File: src/rtl/prog_sequencer_pkg.sv
// Shared types and default constants for the program run sequencer.
package prog_seq_pkg;

    typedef enum logic [2:0] {
        ST_IDLE,
        ST_LOAD,
        ST_CPU_RST,
        ST_RUN,
        ST_DRAIN,
        ST_DONE,
        ST_TOUT
    } prog_seq_state_t;

    localparam logic [31:0] DIN_ADDR    = 32'h3E00;
    localparam logic [31:0] DOUT_ADDR   = 32'h3F00;
    localparam int          MAX_IO_SIZE = 256;
    localparam logic [31:0] HALT_PC     = 32'h14;

    // Result word count: negative return codes mean "no output".
    function automatic logic [31:0] calc_nwords(input logic [31:0] rc, input int unsigned max_words);
        if (rc[31])
            return 32'd0;
        else if (rc > 32'(max_words))
            return 32'(max_words);
        else
            return rc;
    endfunction

endpackage

File: src/rtl/prog_sequencer_if.sv
// Host stream, processor memory port and status bundle of the run sequencer.
interface prog_sequencer_if #(parameter int WIDTH = 32);
    logic             start;
    logic             inValid;
    logic             inReady;
    logic [7:0]       inData;
    logic             inLast;
    logic             outValid;
    logic             outReady;
    logic [WIDTH-1:0] outWord;
    logic             outLast;
    logic             memEn;
    logic [31:0]      memAddr;
    logic [WIDTH-1:0] memData;
    logic [31:0]      memRdAddr;
    logic [7:0]       memRdData;
    logic             cpuReset;
    logic [WIDTH-1:0] pc;
    logic [WIDTH-1:0] a0;
    logic             busy;
    logic             done;
    logic             timeout;
    logic [WIDTH-1:0] retCode;

    modport master (
        input  start, inValid, inData, inLast, outReady, memRdData, pc, a0,
        output inReady, outValid, outWord, outLast, memEn, memAddr, memData,
               memRdAddr, cpuReset, busy, done, timeout, retCode
    );

    modport slave (
        output start, inValid, inData, inLast, outReady, memRdData, pc, a0,
        input  inReady, outValid, outWord, outLast, memEn, memAddr, memData,
               memRdAddr, cpuReset, busy, done, timeout, retCode
    );
endinterface

File: src/rtl/prog_sequencer_io_word_packer.sv
// Collects four read-port bytes into a little-endian word and holds it until accepted.
module io_word_packer #(
    parameter int WIDTH = 32
) (
    input  logic             clock,
    input  logic             reset,
    input  logic             cap_en,
    input  logic [1:0]       cap_lane,
    input  logic [7:0]       rd_data,
    input  logic             out_ready,
    output logic             out_valid,
    output logic [WIDTH-1:0] out_word
);
    logic             cap_q, cap_d;
    logic [1:0]       lane_q, lane_d;
    logic [WIDTH-1:0] word_q, word_d;
    logic             valid_q, valid_d;

    // The read port answers one cycle after the address, so the lane tag is delayed to match.
    always_comb begin
        cap_d   = cap_en;
        lane_d  = cap_lane;
        word_d  = word_q;
        valid_d = valid_q;
        if (valid_q && out_ready)
            valid_d = 1'b0;
        if (cap_q) begin
            word_d[{lane_q, 3'b000} +: 8] = rd_data;
            if (lane_q == 2'd3)
                valid_d = 1'b1;
        end
    end

    always_ff @(posedge clock) begin
        if (!reset) begin
            cap_q   <= 1'b0;
            lane_q  <= 2'd0;
            word_q  <= '0;
            valid_q <= 1'b0;
        end else begin
            cap_q   <= cap_d;
            lane_q  <= lane_d;
            word_q  <= word_d;
            valid_q <= valid_d;
        end
    end

    assign out_valid = valid_q;
    assign out_word  = word_q;
endmodule

File: src/rtl/prog_sequencer.sv
// Job controller: loads input bytes, pulses processor reset, runs to halt or timeout, drains results.
module prog_sequencer #(
    parameter int          WIDTH          = 32,
    parameter logic [31:0] DIN_ADDR       = prog_seq_pkg::DIN_ADDR,
    parameter logic [31:0] DOUT_ADDR      = prog_seq_pkg::DOUT_ADDR,
    parameter int          MAX_IO_SIZE    = prog_seq_pkg::MAX_IO_SIZE,
    parameter logic [31:0] HALT_PC        = prog_seq_pkg::HALT_PC,
    parameter int          MAX_RUN_CYCLES = 100000,
    parameter int          RESET_CYCLES   = 2
) (
    input logic               clock,
    input logic               reset,
    prog_sequencer_if.master  bus
);
    import prog_seq_pkg::*;

    localparam int IDXW = $clog2(MAX_IO_SIZE) + 1;
    localparam int MAXW = MAX_IO_SIZE / 4;
    localparam int WDW  = $clog2(MAXW + 1);
    localparam int RCW  = $clog2(MAX_RUN_CYCLES + 1);
    localparam int RSW  = $clog2(RESET_CYCLES + 1);

    localparam logic [IDXW-1:0] IDX_LAST = IDXW'(MAX_IO_SIZE - 1);
    localparam logic [RCW-1:0]  RUN_LAST = RCW'(MAX_RUN_CYCLES - 1);
    localparam logic [RSW-1:0]  RST_LAST = RSW'(RESET_CYCLES - 1);

    prog_seq_state_t  state_q, state_d;
    logic [IDXW-1:0]  idx_q, idx_d;
    logic [RSW-1:0]   rst_cnt_q, rst_cnt_d;
    logic [RCW-1:0]   run_cnt_q, run_cnt_d;
    logic [WDW-1:0]   n_words_q, n_words_d;
    logic [WDW-1:0]   word_q, word_d;
    logic             rd_vld_q, rd_vld_d;
    logic [1:0]       rd_lane_q, rd_lane_d;
    logic             mem_en_q, mem_en_d;
    logic [31:0]      mem_addr_q, mem_addr_d;
    logic [WIDTH-1:0] mem_data_q, mem_data_d;
    logic [31:0]      mem_rd_addr_q, mem_rd_addr_d;
    logic [WIDTH-1:0] ret_code_q, ret_code_d;

    logic             in_acc, out_acc, pk_valid;
    logic [WIDTH-1:0] pk_word;
    logic [WDW-1:0]   word_nx, n_halt;

    assign in_acc  = bus.inValid && (state_q == ST_LOAD);
    assign out_acc = pk_valid && bus.outReady;
    assign word_nx = word_q + WDW'(1);

    always_comb begin
        state_d       = state_q;
        idx_d         = idx_q;
        rst_cnt_d     = rst_cnt_q;
        run_cnt_d     = run_cnt_q;
        n_words_d     = n_words_q;
        word_d        = word_q;
        rd_vld_d      = 1'b0;
        rd_lane_d     = rd_lane_q;
        mem_en_d      = 1'b0;
        mem_addr_d    = mem_addr_q;
        mem_data_d    = mem_data_q;
        mem_rd_addr_d = mem_rd_addr_q;
        ret_code_d    = ret_code_q;
        n_halt        = WDW'(calc_nwords(32'(bus.a0), MAXW));
        case (state_q)
            ST_IDLE, ST_DONE, ST_TOUT: begin
                if (bus.start) begin
                    state_d = ST_LOAD;
                    idx_d   = '0;
                end
            end
            ST_LOAD: begin
                if (in_acc) begin
                    mem_en_d   = 1'b1;
                    mem_addr_d = DIN_ADDR + 32'(idx_q);
                    mem_data_d = WIDTH'(bus.inData);
                    idx_d      = idx_q + IDXW'(1);
                    if (bus.inLast || idx_q == IDX_LAST) begin
                        state_d   = ST_CPU_RST;
                        rst_cnt_d = '0;
                    end
                end
            end
            ST_CPU_RST: begin
                if (rst_cnt_q == RST_LAST) begin
                    state_d   = ST_RUN;
                    run_cnt_d = '0;
                end else begin
                    rst_cnt_d = rst_cnt_q + RSW'(1);
                end
            end
            ST_RUN: begin
                run_cnt_d = run_cnt_q + RCW'(1);
                // Halt is checked first so it wins a tie with the timeout.
                if (32'(bus.pc) == HALT_PC) begin
                    ret_code_d = bus.a0;
                    n_words_d  = n_halt;
                    word_d     = '0;
                    state_d    = ST_DRAIN;
                    if (n_halt != '0) begin
                        mem_rd_addr_d = DOUT_ADDR;
                        rd_vld_d      = 1'b1;
                        rd_lane_d     = 2'd0;
                    end
                end else if (run_cnt_q == RUN_LAST) begin
                    state_d = ST_TOUT;
                end
            end
            ST_DRAIN: begin
                if (n_words_q == '0) begin
                    state_d = ST_DONE;
                end else begin
                    if (rd_vld_q && rd_lane_q != 2'd3) begin
                        mem_rd_addr_d = mem_rd_addr_q + 32'd1;
                        rd_lane_d     = rd_lane_q + 2'd1;
                        rd_vld_d      = 1'b1;
                    end
                    if (out_acc) begin
                        if (word_nx == n_words_q) begin
                            state_d = ST_DONE;
                        end else begin
                            word_d        = word_nx;
                            mem_rd_addr_d = DOUT_ADDR + 32'({word_nx, 2'b00});
                            rd_vld_d      = 1'b1;
                            rd_lane_d     = 2'd0;
                        end
                    end
                end
            end
            default: state_d = ST_IDLE;
        endcase
    end

    always_ff @(posedge clock) begin
        if (!reset) begin
            state_q       <= ST_IDLE;
            idx_q         <= '0;
            rst_cnt_q     <= '0;
            run_cnt_q     <= '0;
            n_words_q     <= '0;
            word_q        <= '0;
            rd_vld_q      <= 1'b0;
            rd_lane_q     <= 2'd0;
            mem_en_q      <= 1'b0;
            mem_addr_q    <= '0;
            mem_data_q    <= '0;
            mem_rd_addr_q <= '0;
            ret_code_q    <= '0;
        end else begin
            state_q       <= state_d;
            idx_q         <= idx_d;
            rst_cnt_q     <= rst_cnt_d;
            run_cnt_q     <= run_cnt_d;
            n_words_q     <= n_words_d;
            word_q        <= word_d;
            rd_vld_q      <= rd_vld_d;
            rd_lane_q     <= rd_lane_d;
            mem_en_q      <= mem_en_d;
            mem_addr_q    <= mem_addr_d;
            mem_data_q    <= mem_data_d;
            mem_rd_addr_q <= mem_rd_addr_d;
            ret_code_q    <= ret_code_d;
        end
    end

    io_word_packer #(.WIDTH(WIDTH)) u_packer (
        .clock     (clock),
        .reset     (reset),
        .cap_en    (rd_vld_q),
        .cap_lane  (rd_lane_q),
        .rd_data   (bus.memRdData),
        .out_ready (bus.outReady),
        .out_valid (pk_valid),
        .out_word  (pk_word)
    );

    assign bus.inReady   = (state_q == ST_LOAD);
    assign bus.outValid  = pk_valid;
    assign bus.outWord   = pk_word;
    assign bus.outLast   = pk_valid && (word_nx == n_words_q);
    assign bus.memEn     = mem_en_q;
    assign bus.memAddr   = mem_addr_q;
    assign bus.memData   = mem_data_q;
    assign bus.memRdAddr = mem_rd_addr_q;
    assign bus.cpuReset  = (state_q != ST_RUN);
    assign bus.busy      = (state_q == ST_LOAD) || (state_q == ST_CPU_RST) ||
                           (state_q == ST_RUN)  || (state_q == ST_DRAIN);
    assign bus.done      = (state_q == ST_DONE);
    assign bus.timeout   = (state_q == ST_TOUT);
    assign bus.retCode   = ret_code_q;
endmodule

File: src/flat_wrapper.sv
// flat-port wrapper written by rule: the top's interface ports become plain ports
module prog_sequencer_flat import prog_seq_pkg::*;
#(
    parameter int          WIDTH          = 32,
    parameter logic [31:0] DIN_ADDR       = prog_seq_pkg::DIN_ADDR,
    parameter logic [31:0] DOUT_ADDR      = prog_seq_pkg::DOUT_ADDR,
    parameter int          MAX_IO_SIZE    = prog_seq_pkg::MAX_IO_SIZE,
    parameter logic [31:0] HALT_PC        = prog_seq_pkg::HALT_PC,
    parameter int          MAX_RUN_CYCLES = 100000,
    parameter int          RESET_CYCLES   = 2
)
  (clock, reset, bus_start, bus_inValid, bus_inData, bus_inLast, bus_outReady, bus_memRdData, bus_pc, bus_a0, bus_inReady, bus_outValid, bus_outWord, bus_outLast, bus_memEn, bus_memAddr, bus_memData, bus_memRdAddr, bus_cpuReset, bus_busy, bus_done, bus_timeout, bus_retCode);
  prog_sequencer_if #(.WIDTH(WIDTH)) bus_i ();
  input logic clock;
  input logic reset;
  input wire logic [$bits(bus_i.start)-1:0] bus_start;
  input wire logic [$bits(bus_i.inValid)-1:0] bus_inValid;
  input wire logic [$bits(bus_i.inData)-1:0] bus_inData;
  input wire logic [$bits(bus_i.inLast)-1:0] bus_inLast;
  input wire logic [$bits(bus_i.outReady)-1:0] bus_outReady;
  input wire logic [$bits(bus_i.memRdData)-1:0] bus_memRdData;
  input wire logic [$bits(bus_i.pc)-1:0] bus_pc;
  input wire logic [$bits(bus_i.a0)-1:0] bus_a0;
  output wire logic [$bits(bus_i.inReady)-1:0] bus_inReady;
  output wire logic [$bits(bus_i.outValid)-1:0] bus_outValid;
  output wire logic [$bits(bus_i.outWord)-1:0] bus_outWord;
  output wire logic [$bits(bus_i.outLast)-1:0] bus_outLast;
  output wire logic [$bits(bus_i.memEn)-1:0] bus_memEn;
  output wire logic [$bits(bus_i.memAddr)-1:0] bus_memAddr;
  output wire logic [$bits(bus_i.memData)-1:0] bus_memData;
  output wire logic [$bits(bus_i.memRdAddr)-1:0] bus_memRdAddr;
  output wire logic [$bits(bus_i.cpuReset)-1:0] bus_cpuReset;
  output wire logic [$bits(bus_i.busy)-1:0] bus_busy;
  output wire logic [$bits(bus_i.done)-1:0] bus_done;
  output wire logic [$bits(bus_i.timeout)-1:0] bus_timeout;
  output wire logic [$bits(bus_i.retCode)-1:0] bus_retCode;
  assign bus_i.start = bus_start;
  assign bus_i.inValid = bus_inValid;
  assign bus_i.inData = bus_inData;
  assign bus_i.inLast = bus_inLast;
  assign bus_i.outReady = bus_outReady;
  assign bus_i.memRdData = bus_memRdData;
  assign bus_i.pc = bus_pc;
  assign bus_i.a0 = bus_a0;
  assign bus_inReady = bus_i.inReady;
  assign bus_outValid = bus_i.outValid;
  assign bus_outWord = bus_i.outWord;
  assign bus_outLast = bus_i.outLast;
  assign bus_memEn = bus_i.memEn;
  assign bus_memAddr = bus_i.memAddr;
  assign bus_memData = bus_i.memData;
  assign bus_memRdAddr = bus_i.memRdAddr;
  assign bus_cpuReset = bus_i.cpuReset;
  assign bus_busy = bus_i.busy;
  assign bus_done = bus_i.done;
  assign bus_timeout = bus_i.timeout;
  assign bus_retCode = bus_i.retCode;
  prog_sequencer #(.WIDTH(WIDTH), .DIN_ADDR(DIN_ADDR), .DOUT_ADDR(DOUT_ADDR), .MAX_IO_SIZE(MAX_IO_SIZE), .HALT_PC(HALT_PC), .MAX_RUN_CYCLES(MAX_RUN_CYCLES), .RESET_CYCLES(RESET_CYCLES)) u_core (.clock(clock), .reset(reset), .bus(bus_i));
endmodule
File: config.mk
export PLATFORM = sky130hd
export DESIGN_NAME = prog_sequencer_flat
export DESIGN_NICKNAME = d
export VERILOG_FILES = /design/src/rtl/prog_sequencer_pkg.sv /design/src/rtl/prog_sequencer_if.sv /design/src/rtl/prog_sequencer_io_word_packer.sv /design/src/rtl/prog_sequencer.sv /design/src/flat_wrapper.sv
export SDC_FILE = /design/constraint.sdc
export NUM_CORES = 1
export LEC_CHECK = 0
export CORE_MARGIN = 2
export CORE_UTILIZATION = 30
export DETAILED_ROUTE_END_ITERATION = 10
export GPL_ROUTABILITY_DRIVEN = 0
export GPL_TIMING_DRIVEN = 0
export PLACE_DENSITY = 0.63
export SYNTH_ARGS = -nofsm -noshare
export SYNTH_HDL_FRONTEND = slang
export SYNTH_SLANG_ARGS = --single-unit
File: constraint.sdc
create_clock -name clock -period 3.6 [get_ports clock]
set_clock_uncertainty 0.15 [all_clocks]
set_input_delay 0.54 -clock clock [delete_from_list [all_inputs] [get_ports clock]]
set_output_delay 0.54 -clock clock [all_outputs]
set_load 0.01 [all_outputs]
==> metrics.txt <==
# TYPE chip_impl_metric gauge
chip_impl_metric{name="dp_hpwl",unit="mm"} 18.0
chip_impl_info{name="clock_tree_from_tritoncts",value="done"} 1
chip_impl_metric{name="vdd.ir_drop.worst",unit="uV"} 251
chip_impl_metric{name="synthToLayoutAreaGrowth",unit="%"} 42.2
chip_impl_metric{name="power_leakage",unit="nW"} 3.85
chip_impl_metric{name="core",unit="mm2"} 0.0259
chip_impl_metric{name="viasPerCell",unit=""} 4.89
chip_impl_metric{name="antenna_violations_before_repair",unit=""} 0
chip_impl_metric{name="die_area",unit="mm2"} 0.0275
chip_impl_metric{name="antenna-diode-count",unit=""} 0
chip_impl_metric{name="max_cap_viol_count",unit=""} 0
chip_impl_info{name="critPathCaptureType",value="primary output"} 1
chip_impl_metric{name="synth.ff_latch_count",unit=""} 167
chip_impl_metric{name="placed_cells_incl_taps",unit=""} 1533
chip_impl_metric{name="cts_sinks",unit=""} 167
chip_impl_metric{name="grt_first_pass_wirelength",unit="mm"} 37.7
chip_impl_metric{name="swShare",unit="%"} 28.8
chip_impl_metric{name="timing.final.max_slew_violations",unit=""} 0
chip_impl_info{name="critical_path.cell_chain",value="ha_2 > nand3_1 > xnor2_1 > a221oi_2 > and4_4 > and2_1 > clkdlybuf4s50_1"} 1
chip_impl_metric{name="power.density_cell_area",unit="mW/mm2"} 395
chip_impl_metric{name="num_io_pins",unit=""} 254
chip_impl_info{name="synth_top_cells_by_count",value="dfxtp_1, nand2_1, nor2_1"} 1
chip_impl_metric{name="dieHeight",unit="um"} 166
chip_impl_info{name="worstSetupPathType",value="flop to primary output"} 1
chip_impl_metric{name="portBuffers",unit=""} 211
chip_impl_metric{name="final_cells",unit=""} 1567
chip_impl_metric{name="holdBufCountCts",unit=""} 0
chip_impl_info{name="setup.worst_path.start_class",value="flop"} 1
chip_impl_info{name="synthMostInstantiatedCell",value="dfxtp_1"} 1
chip_impl_metric{name="p_sw",unit="mW"} 1.27
chip_impl_metric{name="maximum_number_of_pins_on_one_net_before_global_route_repair",unit=""} 19
chip_impl_metric{name="netlist_area",unit="mm2"} 0.00785
chip_impl_info{name="critical_path.slowest_cell",value="clkdlybuf4s50_1"} 1
chip_impl_metric{name="dr.pass1.iters",unit=""} 5
chip_impl_metric{name="cpPeakStageDelay",unit="ns"} 0.55
chip_impl_metric{name="numCtsBuffers",unit=""} 17
chip_impl_metric{name="initial_utilization",unit="%"} 30.3
chip_impl_metric{name="power_frac_clock",unit="%"} 40.9
chip_impl_metric{name="layout-drive-gt1-share",unit="%"} 10.9
chip_impl_metric{name="grt_overflow",unit=""} 0
chip_impl_metric{name="postSynthAreaPerCell",unit="um2"} 8.30
chip_impl_metric{name="cts.reportedPaths.clkPinSlew",unit="ns"} 0.07
chip_impl_metric{name="power_report.internal_total",unit="mW"} 3.14
chip_impl_metric{name="finalWorstPathRequiredPeriod",unit="ns"} 3.43
chip_impl_metric{name="postRouteWirelength",unit="mm"} 23.6
chip_impl_metric{name="clock_latency",unit="ns"} 0.43
chip_impl_metric{name="grt_pass1_vias",unit=""} 7234
chip_impl_metric{name="max_freq",unit="MHz"} 291
chip_impl_info{name="synth-main-ff-cell",value="dfxtp_1"} 1
chip_impl_metric{name="final_min_period_over_clock_period",unit="%"} 95.4
chip_impl_metric{name="cts-htree-levels",unit=""} 4
chip_impl_metric{name="netlist_cell_types",unit=""} 73
chip_impl_info{name="clock-root-buffer",value="clkbuf_16"} 1
chip_impl_metric{name="crit_fanout",unit=""} 5
chip_impl_metric{name="mapped_cells",unit=""} 946
chip_impl_metric{name="finish.net_count",unit=""} 1318
chip_impl_metric{name="clock_tree.buffer_depth",unit=""} 2
chip_impl_metric{name="hold_viol",unit=""} 0
chip_impl_metric{name="fin_area",unit="mm2"} 0.0112
chip_impl_metric{name="post_dp_cell_area",unit="mm2"} 0.0105
chip_impl_metric{name="drt_initial_violations",unit=""} 537
chip_impl_metric{name="total_of_warnings_raised_by_yosys",unit=""} 0
chip_impl_metric{name="crit_required",unit="ns"} 2.91
chip_impl_metric{name="vias",unit=""} 7670
chip_impl_metric{name="maxSlewHeadroom",unit="%"} 11.2
chip_impl_metric{name="setup_violations",unit=""} 0
chip_impl_metric{name="post_drt_wl_per_cell",unit="um"} 15.0
chip_impl_metric{name="overall_routing_resource_usage",unit="%"} 16.8
chip_impl_metric{name="yosysSeqAreaShare",unit="%"} 42.6
chip_impl_metric{name="placementRows",unit=""} 59
chip_impl_metric{name="slew_at_the_pin_closest_to_its_max_slew_limit",unit="ns"} 1.31
chip_impl_info{name="outcome",value="completed"} 1
chip_impl_metric{name="postLayoutCoreUtil",unit="%"} 43.1
chip_impl_info{name="hold_path_class",value="flop to flop"} 1
chip_impl_metric{name="synth_edf_count",unit=""} 0
chip_impl_metric{name="post-route-drc-count",unit=""} 0
chip_impl_metric{name="antenna_left",unit=""} 0
chip_impl_metric{name="p_seq_share",unit="%"} 43.6
chip_impl_info{name="post_synth_main_area_contributors",value="dfxtp_1, nand2_1, nor2_1, a21oi_1, buf_4"} 1
chip_impl_metric{name="total_power",unit="mW"} 4.41
chip_impl_metric{name="synth_top_area_share",unit="%"} 42.6
chip_impl_metric{name="combPwrFrac",unit="%"} 15.5
chip_impl_metric{name="worstPathArrival",unit="ns"} 2.74
chip_impl_metric{name="asyncSetResetFlopFracSynth",unit="%"} 0
chip_impl_info{name="netlist.top_cell.by_area",value="dfxtp_1"} 1
chip_impl_metric{name="die_width",unit="um"} 166
[per-stage QoR]
step	setup slack [ns]	TNS, ns	hold slack, ns
floorplan	1.12	0	0.295
detailed placement	0.125	0	0.295
global placement	0.156	0	0.290
global route	-0.00745	-0.00745	0.319
finish	0.166	0	0.304
CTS	0.0104	0	0.306
[layout by cell type, fill, tap and decap left out, types with 18 or more instances in the layout]
cell type        count
nand4_1             18
xnor2_1             27
a21oi_1             76
conb_1              42
dfxtp_1            166
buf_4               51
nand3_1             30
nor4_1              21
a22oi_1             38
clkdlybuf4s50_1    211
clkbuf_1            30
nand2_1            155
nor2_1             106
[power by group through the flow]
stage | logic, mW | clock network [mW] | registers (mW)
after global placement | 0.680 | 0 | 1.97
after global routing | 0.754 | 1.93 | 1.93
after floorplan | 0.384 | 0 | 1.97
final | 0.685 | 1.80 | 1.92
after detailed placement | 0.685 | 0 | 1.97
after CTS | 0.688 | 1.85 | 1.92
[flip-flops by register name (all words and copies together) (netlist names), 2 cells and up]
register / cells
u_core.rd_lane_q: 2
u_core.u_packer.lane_q: 2
u_core.word_q: 7
u_core.bus.memRdAddr: 32
u_core.bus.retCode: 32
u_core.rst_cnt_q: 2
u_core.idx_q: 9
u_core.bus.memAddr: 10
u_core.n_words_q: 7
u_core.u_packer.out_word: 32
u_core.bus.memData: 8
u_core.state_q: 3
u_core.run_cnt_q: 17
[worst paths after layout]
path,start,slack [ns],to,depth (start not counted)
worst max register to register,u_core.state_q[2],0.80,u_core.word_q[6],9
worst max-delay path,u_core.word_q[1],0.17,bus_outLast,7
worst min-delay path,u_core.bus.retCode[5],0.30,u_core.bus.retCode[5],2
worst min register to register,u_core.bus.retCode[5],0.30,u_core.bus.retCode[5],2
[layer usage]
| metal | routed length (um) | part of all wire, % | global-route usage, % |
|---|---|---|---|
| met1 | 10100 | 43 | 20.6 |
| met2 | 11700 | 50 | 29.2 |
| met3 | 1380 | 5.9 | 3.84 |
| met4 | 329 | 1.4 | 5.71 |
| met5 | 0 | 0 | 0 |
[cells by family (layout without fill, tap and decap cells)]
family / Yosys count / after routing / synth area share (%)
mux: 8 / 8 / 1.08
fa+ha+maj: 13 / 13 / 2.07
buf+inv: 111 / 356 / 7.90
compound gates: 192 / 192 / 16.2
simple gates: 418 / 418 / 26.0
other cells: 1 / 42 / 0.0478
xor+xnor: 36 / 36 / 4.19
flops: 167 / 167 / 42.6
[cell type report]
cell class	instances	area, um2
buffer	91	546
clock buffer	17	425
clock inverter	15	161
fill	2589	14700
inverter	20	75.1
multi-input combinational	709	4060
sequential	167	3350
tap	335	419
timing repair buffer	213	2130
[worst max-delay path, delay by kind of cell, from the launching register on]
kind	cells	cell delay, ns
adders and majority gates	1	0.26
AOI/OAI and AO/OA	1	0.32
xor gates and xnor gates	1	0.22
buffers and inverters	1	0.55
DFF	1	0.40
and+or+nand+nor	3	0.56
[repair_timing]
item	4_1_cts	5_1_grt
pin swaps	0	2
resized for setup	2	2
gates cloned	0	0
buffers inserted	0	2
endpoints found under the setup margin	1	1
No activity file was read; power rests on OpenSTA's default activity.
